`src/rtl/alu16_sequencer.sv`:
```
// alu16_sequencer: drives a shared 8-bit adder low byte then high byte to build 16-bit ADD/ADDSP/INC/DEC results and flags
module alu16_sequencer #(
    parameter int DONE_PULSE = 1
) (
    input  logic        i_Clk,
    input  logic        i_Rst_n,
    input  logic        i_Start,
    input  logic [1:0]  i_Op,
    input  logic [15:0] i_Operand_A,
    input  logic [15:0] i_Operand_B,
    output logic [7:0]  o_Adder_A,
    output logic [7:0]  o_Adder_B,
    output logic        o_Adder_Cin,
    input  logic [7:0]  i_Adder_Sum,
    input  logic        i_Adder_Carry,
    input  logic        i_Adder_HalfCarry,
    output logic        o_Busy,
    output logic        o_Done,
    output logic [15:0] o_Result,
    output logic [3:0]  o_Flags,
    output logic [3:0]  o_Flag_Mask
);
    localparam logic [1:0] OP_ADD16 = 2'b00;
    localparam logic [1:0] OP_ADDSP = 2'b01;
    localparam logic [1:0] OP_INC16 = 2'b10;

    typedef enum logic [1:0] {IDLE, LOW, HIGH} state_t;

    state_t      state_q, state_d;
    logic [1:0]  op_q, op_d;
    logic [15:0] a_q, a_d, b_q, b_d;
    logic [7:0]  lo_q, lo_d;
    logic        c_lo_q, c_lo_d, h_lo_q, h_lo_d;
    logic [15:0] result_q, result_d;
    logic [3:0]  flags_q, flags_d, mask_q, mask_d;
    logic        done_q, done_d;
    logic [15:0] eff_b;

    assign eff_b = (i_Op == OP_ADD16) ? i_Operand_B :
                   (i_Op == OP_ADDSP) ? {{8{i_Operand_B[7]}}, i_Operand_B[7:0]} :
                   (i_Op == OP_INC16) ? 16'h0000 : 16'hFFFF;

    // Next-state, adder drive and result/flag capture for the IDLE -> LOW -> HIGH sequence
    always_comb begin
        state_d     = state_q;
        op_d        = op_q;
        a_d         = a_q;
        b_d         = b_q;
        lo_d        = lo_q;
        c_lo_d      = c_lo_q;
        h_lo_d      = h_lo_q;
        result_d    = result_q;
        flags_d     = flags_q;
        mask_d      = mask_q;
        done_d      = (DONE_PULSE != 0) ? 1'b0 : done_q;
        o_Adder_A   = 8'h00;
        o_Adder_B   = 8'h00;
        o_Adder_Cin = 1'b0;
        case (state_q)
            IDLE: begin
                if (i_Start) begin
                    state_d = LOW;
                    op_d    = i_Op;
                    a_d     = i_Operand_A;
                    b_d     = eff_b;
                    done_d  = 1'b0;
                end
            end
            LOW: begin
                o_Adder_A   = a_q[7:0];
                o_Adder_B   = b_q[7:0];
                o_Adder_Cin = (op_q == OP_INC16);
                lo_d        = i_Adder_Sum;
                c_lo_d      = i_Adder_Carry;
                h_lo_d      = i_Adder_HalfCarry;
                state_d     = HIGH;
            end
            HIGH: begin
                o_Adder_A   = a_q[15:8];
                o_Adder_B   = b_q[15:8];
                o_Adder_Cin = c_lo_q;
                result_d    = {i_Adder_Sum, lo_q};
                flags_d     = (op_q == OP_ADD16) ? {2'b00, i_Adder_HalfCarry, i_Adder_Carry} :
                              (op_q == OP_ADDSP) ? {2'b00, h_lo_q, c_lo_q} : 4'b0000;
                mask_d      = (op_q == OP_ADD16) ? 4'b0111 :
                              (op_q == OP_ADDSP) ? 4'b1111 : 4'b0000;
                done_d      = 1'b1;
                state_d     = IDLE;
            end
            default: state_d = IDLE;
        endcase
    end

    // State and datapath registers; reset discards any partial operation
    always_ff @(posedge i_Clk) begin
        if (!i_Rst_n) begin
            state_q  <= IDLE;
            op_q     <= 2'b00;
            a_q      <= 16'h0000;
            b_q      <= 16'h0000;
            lo_q     <= 8'h00;
            c_lo_q   <= 1'b0;
            h_lo_q   <= 1'b0;
            result_q <= 16'h0000;
            flags_q  <= 4'h0;
            mask_q   <= 4'h0;
            done_q   <= 1'b0;
        end else begin
            state_q  <= state_d;
            op_q     <= op_d;
            a_q      <= a_d;
            b_q      <= b_d;
            lo_q     <= lo_d;
            c_lo_q   <= c_lo_d;
            h_lo_q   <= h_lo_d;
            result_q <= result_d;
            flags_q  <= flags_d;
            mask_q   <= mask_d;
            done_q   <= done_d;
        end
    end

    assign o_Busy      = (state_q != IDLE);
    assign o_Done      = done_q;
    assign o_Result    = result_q;
    assign o_Flags     = flags_q;
    assign o_Flag_Mask = mask_q;
endmodule

```
`config.mk`:
```
export PLATFORM = sky130hd
export DESIGN_NAME = alu16_sequencer
export DESIGN_NICKNAME = d
export VERILOG_FILES = /design/src/rtl/alu16_sequencer.sv
export SDC_FILE = /design/constraint.sdc
export NUM_CORES = 1
export LEC_CHECK = 0
export CAP_MARGIN = 20
export CORE_AREA = 2 2 87 89
export CTS_CLUSTER_DIAMETER = 40
export CTS_CLUSTER_SIZE = 12
export DETAILED_ROUTE_END_ITERATION = 7
export DIE_AREA = 0 0 89 91
export GPL_ROUTABILITY_DRIVEN = 0
export PLACE_DENSITY_LB_ADDON = 0.12
export SLEW_MARGIN = 20
export SYNTH_ARGS = -nofsm -noshare
export SYNTH_HDL_FRONTEND = slang
export SYNTH_SLANG_ARGS = --single-unit
export TNS_END_PERCENT = 1
```
`constraint.sdc`:
```
create_clock -name i_Clk -period 1.2 [get_ports i_Clk]
set_input_delay 0.12 -clock i_Clk [delete_from_list [all_inputs] [get_ports i_Clk]]
set_output_delay 0.12 -clock i_Clk [all_outputs]
set_load 0.005 [all_outputs]
```
==> impl_metrics.toml, run 1 <==
[placement]
pre_cts_ws_ps = -464
port_buffers = 87
dpl.hpwl_um = 4780

[job]
maxCapViolations = 0

[worst_setup_path]
critPathMostFrequentCell = "buf_6"
cpMaxStageDelayCell = "dfxtp_4"
critPathMaxFanout = 5
r2r_slack_ps = -240
cp_cell_sequence = "buf_6 -> inv_8 -> ha_4 -> buf_6 -> buf_4 -> a22oi_2 -> nor2b_1 -> buf_2"
crit_required_ps = 1080
startpoint_type = "register"
reg2regPathDepth = 7
cp.buffers_inverters = 5
crit_type = "reg2out"
rr_endpoint = "lo_q[4]$_SDFFE_PN0N_"
timing.rr.start = "state_q[1]$_SDFFE_PN0P_"
max_stage_delay_ps = 350
worstPathArrival_ps = 1540
endpoint_kind = "output port"
critical-path-top-delay-family = "buffers and inverters"

[floorplan]
io_pins = 90
start_util = 0.411
die_h_um = 91
die_w_um = 89
fp.dieArea_sq_um = 8100
core_area_sq_um = 7140
rows = 31

[drt]
viasPerCell = 4.70
routed_wl_um = 7420
drtIter0Drc = 60
vias = 2496
dr.pass1.iters = 4
wl_per_cell_um = 14.0
ant_nets = 0
drc = 0

[timing]
finalSetupViolCount = 80
rsz0062_at_grt = "yes"
finalHoldViolations = 0
clock.fmax_ghz = 0.603
timing.final.crit_period_ps = 1660
final.setup.tns_ps = -15180
period_share = 1.38
postLayoutSetupSlackWorst_ps = -459
drv_slew = 0
clock-skew-final_ps = 5.49

[global_routing]
grt_first_pass_wirelength_um = 11800
grt_usage = 0.186
grt_max_degree = 68
antenna_found_initial = 0
first_global_vias = 2517
grt-ovfl-total = 0

[finish]
n_antenna_cell = 0
drive_gt1_frac = 0.252
nets = 480
final_cell_mix = "dfxtp_1, nand2_1, clkdlybuf4s50_1"
final_common_cell = "dfxtp_1"
area_growth_pct = 51.1
final_util = 0.621

[logic_synthesis]
yosysTopAreaCellShare = 0.457
yosysWarnings = 0
synth.cell_area_sq_um = 2930
ys_seq_elements = 67
synth_cells = 318
ys_seq_area_frac = 0.457
ys_top_cells_by_area = "dfxtp_1, mux2i_1, nor2b_1"
yosysTopAreaCell = "dfxtp_1"
syn_avg_cell_area_sq_um = 9.23
synth_cell_types = 24

[clock_tree]
tritoncts = "yes"
clock_sinks = 67
worstSkewPairLatency_ps = 340
hold_buffers = 0
cts_htree_levels = 3
cts_buffers = 9
cts_root_buf = "clkbuf_8"
cts_buffer_depth = 2
path_clk_slew_ps = 70

[pwr]
p_per_area_nw_per_um2 = 1400
p_leak_nw = 1.77
ir_worst_vdd_mv = 0.712
finalPower_w = 0.00619

[run_status]
status = "complete, but fails checks"
violations = "setup timing"

[min_path]
hold_path_depth = 4
min_path_type = "in2reg"
min_to = "b_q[14]$_SDFFE_PN0P_"
holdCritStartpoint = "i_Rst_n"
## cell families (layout without fill, tap and decap cells)
kind of cell	count (synthesis)	count (layout)	synth area share
other	1	2	0.00128
muxes	31	31	0.106
adders and majority gates	6	6	0.0256
and+or+nand+nor	107	107	0.189
DFF	67	67	0.457
buffers and inverters	33	146	0.0623
AOI/OAI and AO/OA	73	73	0.159
## through the flow
stage	cells	hold WS, ps	instance area [sq um]
finish	531	274	4430
detailed placement	503	446	3990
global placement	503	443	3990
CTS	530	266	4420
floorplan	319	255	2980
global route	531	289	4430
## worst register-to-register path: stages, from the launching register on
cell	delay, ps
dfxtp_4	360
inv_2	110
ha_4	220
buf_6	160
buf_4	110
buf_6	120
mux2i_1	200
nor2b_1	60
## registers in the layout, indices dropped and copies added (netlist names)
name,flops
a_q,16
b_q,16
o_Result,16
lo_q,8
o_Flag_Mask,2
o_Flags,2
op_q,2
state_q,2
c_lo_q,1
h_lo_q,1
o_Done,1
## report_power, final
part	leakage [nW]	internal [W]	switching, W
Sequential	0.552	0.00245	0.000139
Clock	0.0885	0.000959	0.000882
Combinational	1.13	0.000984	0.000781
## synthesized netlist by cell type (all sizes together)
cell     n
a21boi  19
buf     17
o21a     1
nand2b  10
ha       6
and2     5
mux2i   31
a22oi   16
nand2   45
a21oi   17
inv      7
nor2     2
o22ai    3
a32oi    1
conb     1
nor2b   45
o21ai   16
clkbuf   9
dfxtp   67
## how the worst max path moves through the flow
stage                                        from              endpoint  cells after the start  slack (ps)
after floorplan           state_q[1]$_SDFFE_PN0P_  b_q[15]$_SDFFE_PN0P_                      7         -10
after global placement    state_q[1]$_SDFFE_PN0P_          o_Adder_A[3]                      6        -490
after detailed placement  state_q[1]$_SDFFE_PN0P_          o_Adder_A[3]                      6        -460
after CTS                 state_q[0]$_SDFFE_PN0P_          o_Adder_B[0]                      6        -500
after global routing      state_q[0]$_SDFFE_PN0P_          o_Adder_A[3]                      8        -550
final                     state_q[0]$_SDFFE_PN0P_          o_Adder_B[5]                      8        -460
## layer usage
| metal | GRT usage | routed length (um) | up-vias |
|---|---|---|---|
| li1 | - | - | 1278 |
| met1 | 0.243 | 3470 | 1147 |
| met2 | 0.297 | 3470 | 59 |
| met3 | 0.0364 | 360 | 12 |
| met4 | 0.0734 | 125 | 0 |
| met5 | 0 | 0 | - |
## timing repair
action	in CTS	in global routing
gates resized for setup	148	4
setup endpoints to repair	102	84
pin swaps	25	7
gates cloned	2	0
buffers inserted	9	1
## area by class of cell
type | count | area, sq um
sequential | 67 | 1360
timing repair buffer | 123 | 1130
multi-input combinational | 219 | 1600
fill | 666 | 2700
clock buffer | 10 | 128
tap | 99 | 124
clock inverter | 6 | 66.3
inverter | 7 | 33.8
Power figures use the tool's default switching activity.
==> inputs of run 2 (changes only) <==
- RECOVER_POWER: default -> 100
==> impl_metrics.toml, run 2 (synthesis results as in run 1) <==
[drt]
vias = 2496
wl_per_cell_um = 14.0
drc = 0
viasPerCell = 4.70
routed_wl_um = 7420
ant_nets = 0
drtIter0Drc = 60
dr.pass1.iters = 4

[timing]
clock.fmax_ghz = 0.603
drv_slew = 0
clock-skew-final_ps = 5.49
finalHoldViolations = 0
rsz0062_at_grt = "yes"
period_share = 1.38
finalSetupViolCount = 80
postLayoutSetupSlackWorst_ps = -459
timing.final.crit_period_ps = 1660

[finish]
final_cell_mix = "dfxtp_1, nand2_1, clkdlybuf4s50_1"
final_common_cell = "dfxtp_1"
n_antenna_cell = 0
area_growth_pct = 50.9
nets = 480
drive_gt1_frac = 0.241
fillCellCount = 669
instances_no_fill = 531

[pwr]
power.switching_w = 0.00180
p_int_w = 0.00439
p_clk_frac = 0.297
p_per_area_nw_per_um2 = 1400
swShare = 0.291
p_comb_frac = 0.285
ir_worst_vdd_mv = 0.712
finalPower_w = 0.00619
p_leak_nw = 1.77
power_frac_seq = 0.418

[clock_tree]
cts_buffer_depth = 2
clock_sinks = 67
worstSkewPairLatency_ps = 340
cts_buffers = 9
cts_htree_levels = 3
tritoncts = "yes"
hold_buffers = 0
path_clk_slew_ps = 70
cts_root_buf = "clkbuf_8"

[floorplan]
fp.dieArea_sq_um = 8100
core_area_sq_um = 7140
start_util = 0.411
die_w_um = 89
die_h_um = 91
rows = 31
io_pins = 90

[global_routing]
grt-ovfl-total = 0
first_global_vias = 2517
grt_max_degree = 68
grt_first_pass_wirelength_um = 11800
antenna_found_initial = 0
grt_usage = 0.186

[worst_setup_path]
cp_cell_sequence = "buf_6 -> inv_8 -> ha_4 -> buf_6 -> buf_4 -> a22oi_2 -> nor2b_1 -> buf_2"
crit_type = "reg2out"
r2r_slack_ps = -240
critPathMostFrequentCell = "buf_6"
max_stage_delay_ps = 350
reg2regPathDepth = 7
timing.rr.start = "state_q[1]$_SDFFE_PN0P_"
endpoint_kind = "output port"
startpoint_type = "register"
crit_required_ps = 1080
cpMaxStageDelayCell = "dfxtp_4"
worstPathArrival_ps = 1540
rr_endpoint = "lo_q[4]$_SDFFE_PN0N_"
critPathMaxFanout = 5

[placement]
dpl.hpwl_um = 4780
port_buffers = 87
placed_cells = 503

[run_status]
violations = "setup timing"
status = "complete, but fails checks"

[min_path]
min_path_type = "in2reg"
hold_path_depth = 4
holdCritStartpoint = "i_Rst_n"
min_to = "b_q[14]$_SDFFE_PN0P_"

[job]
maxCapViolations = 0
## run 2: per-stage QoR
stage	utilization	hold WS, ps	setup TNS (ps)	cell area (sq um)	setup slack, ps
after floorplan	-	255	-105	2980	-11.8
after global placement	0.560	443	-15800	3990	-486
after detailed placement	0.560	446	-17320	3990	-464
after CTS	0.619	266	-15690	4420	-496
after global routing	0.620	289	-21600	4430	-548
final	0.620	274	-15170	4430	-459
## run 2: power by group through the flow
stage | Clock, W | Combinational, W | Sequential (W)
2_1_floorplan | 0 | 0.000871 | 0.00259
3_3_place_gp | 0 | 0.00140 | 0.00262
3_5_place_dp | 0 | 0.00141 | 0.00261
4_1_cts | 0.00188 | 0.00175 | 0.00259
5_1_grt | 0.00199 | 0.00190 | 0.00261
6_report | 0.00184 | 0.00177 | 0.00258
## run 2: worst max-delay path by stage
stage	from	to	slack, ps	depth (start not counted)
after floorplan	state_q[1]$_SDFFE_PN0P_	b_q[15]$_SDFFE_PN0P_	-10	7
after global placement	state_q[1]$_SDFFE_PN0P_	o_Adder_A[3]	-490	6
after detailed placement	state_q[1]$_SDFFE_PN0P_	o_Adder_A[3]	-460	6
after CTS	state_q[0]$_SDFFE_PN0P_	o_Adder_B[0]	-500	6
after global routing	state_q[0]$_SDFFE_PN0P_	o_Adder_A[3]	-550	8
final	state_q[0]$_SDFFE_PN0P_	o_Adder_B[5]	-460	8
## run 2: per-layer routing
metal | global-route usage | share of wire | vias up
li1 | - | - | 1278
met1 | 0.243 | 0.47 | 1147
met2 | 0.297 | 0.47 | 59
met3 | 0.0364 | 0.048 | 12
met4 | 0.0734 | 0.017 | 0
met5 | 0 | 0 | -
## run 2: critical path, delay by kind of cell (launching register included)
kind                       cells  cell delay (ps)
buffers and inverters          5              530
DFF                            1              350
adders and majority gates      1              170
AOI/OAI and AO/OA              1              100
and+or+nand+nor                1               60
## run 2: final cells by class
type	count	area, sq um	area share
clock buffers	10	128	0.0288
clock inverters	6	66.3	0.0150
inverters	7	33.8	0.00763
multi-input cells	219	1600	0.360
flip-flops and latches	67	1350	0.305
well taps	99	124	0.0280
repair buffers	123	1130	0.256
## run 2: repair_timing
action	in CTS	in global routing
setup buffers	9	1
pin swaps	25	7
setup endpoints to repair	102	84
cloned	2	0
resized for setup	148	4
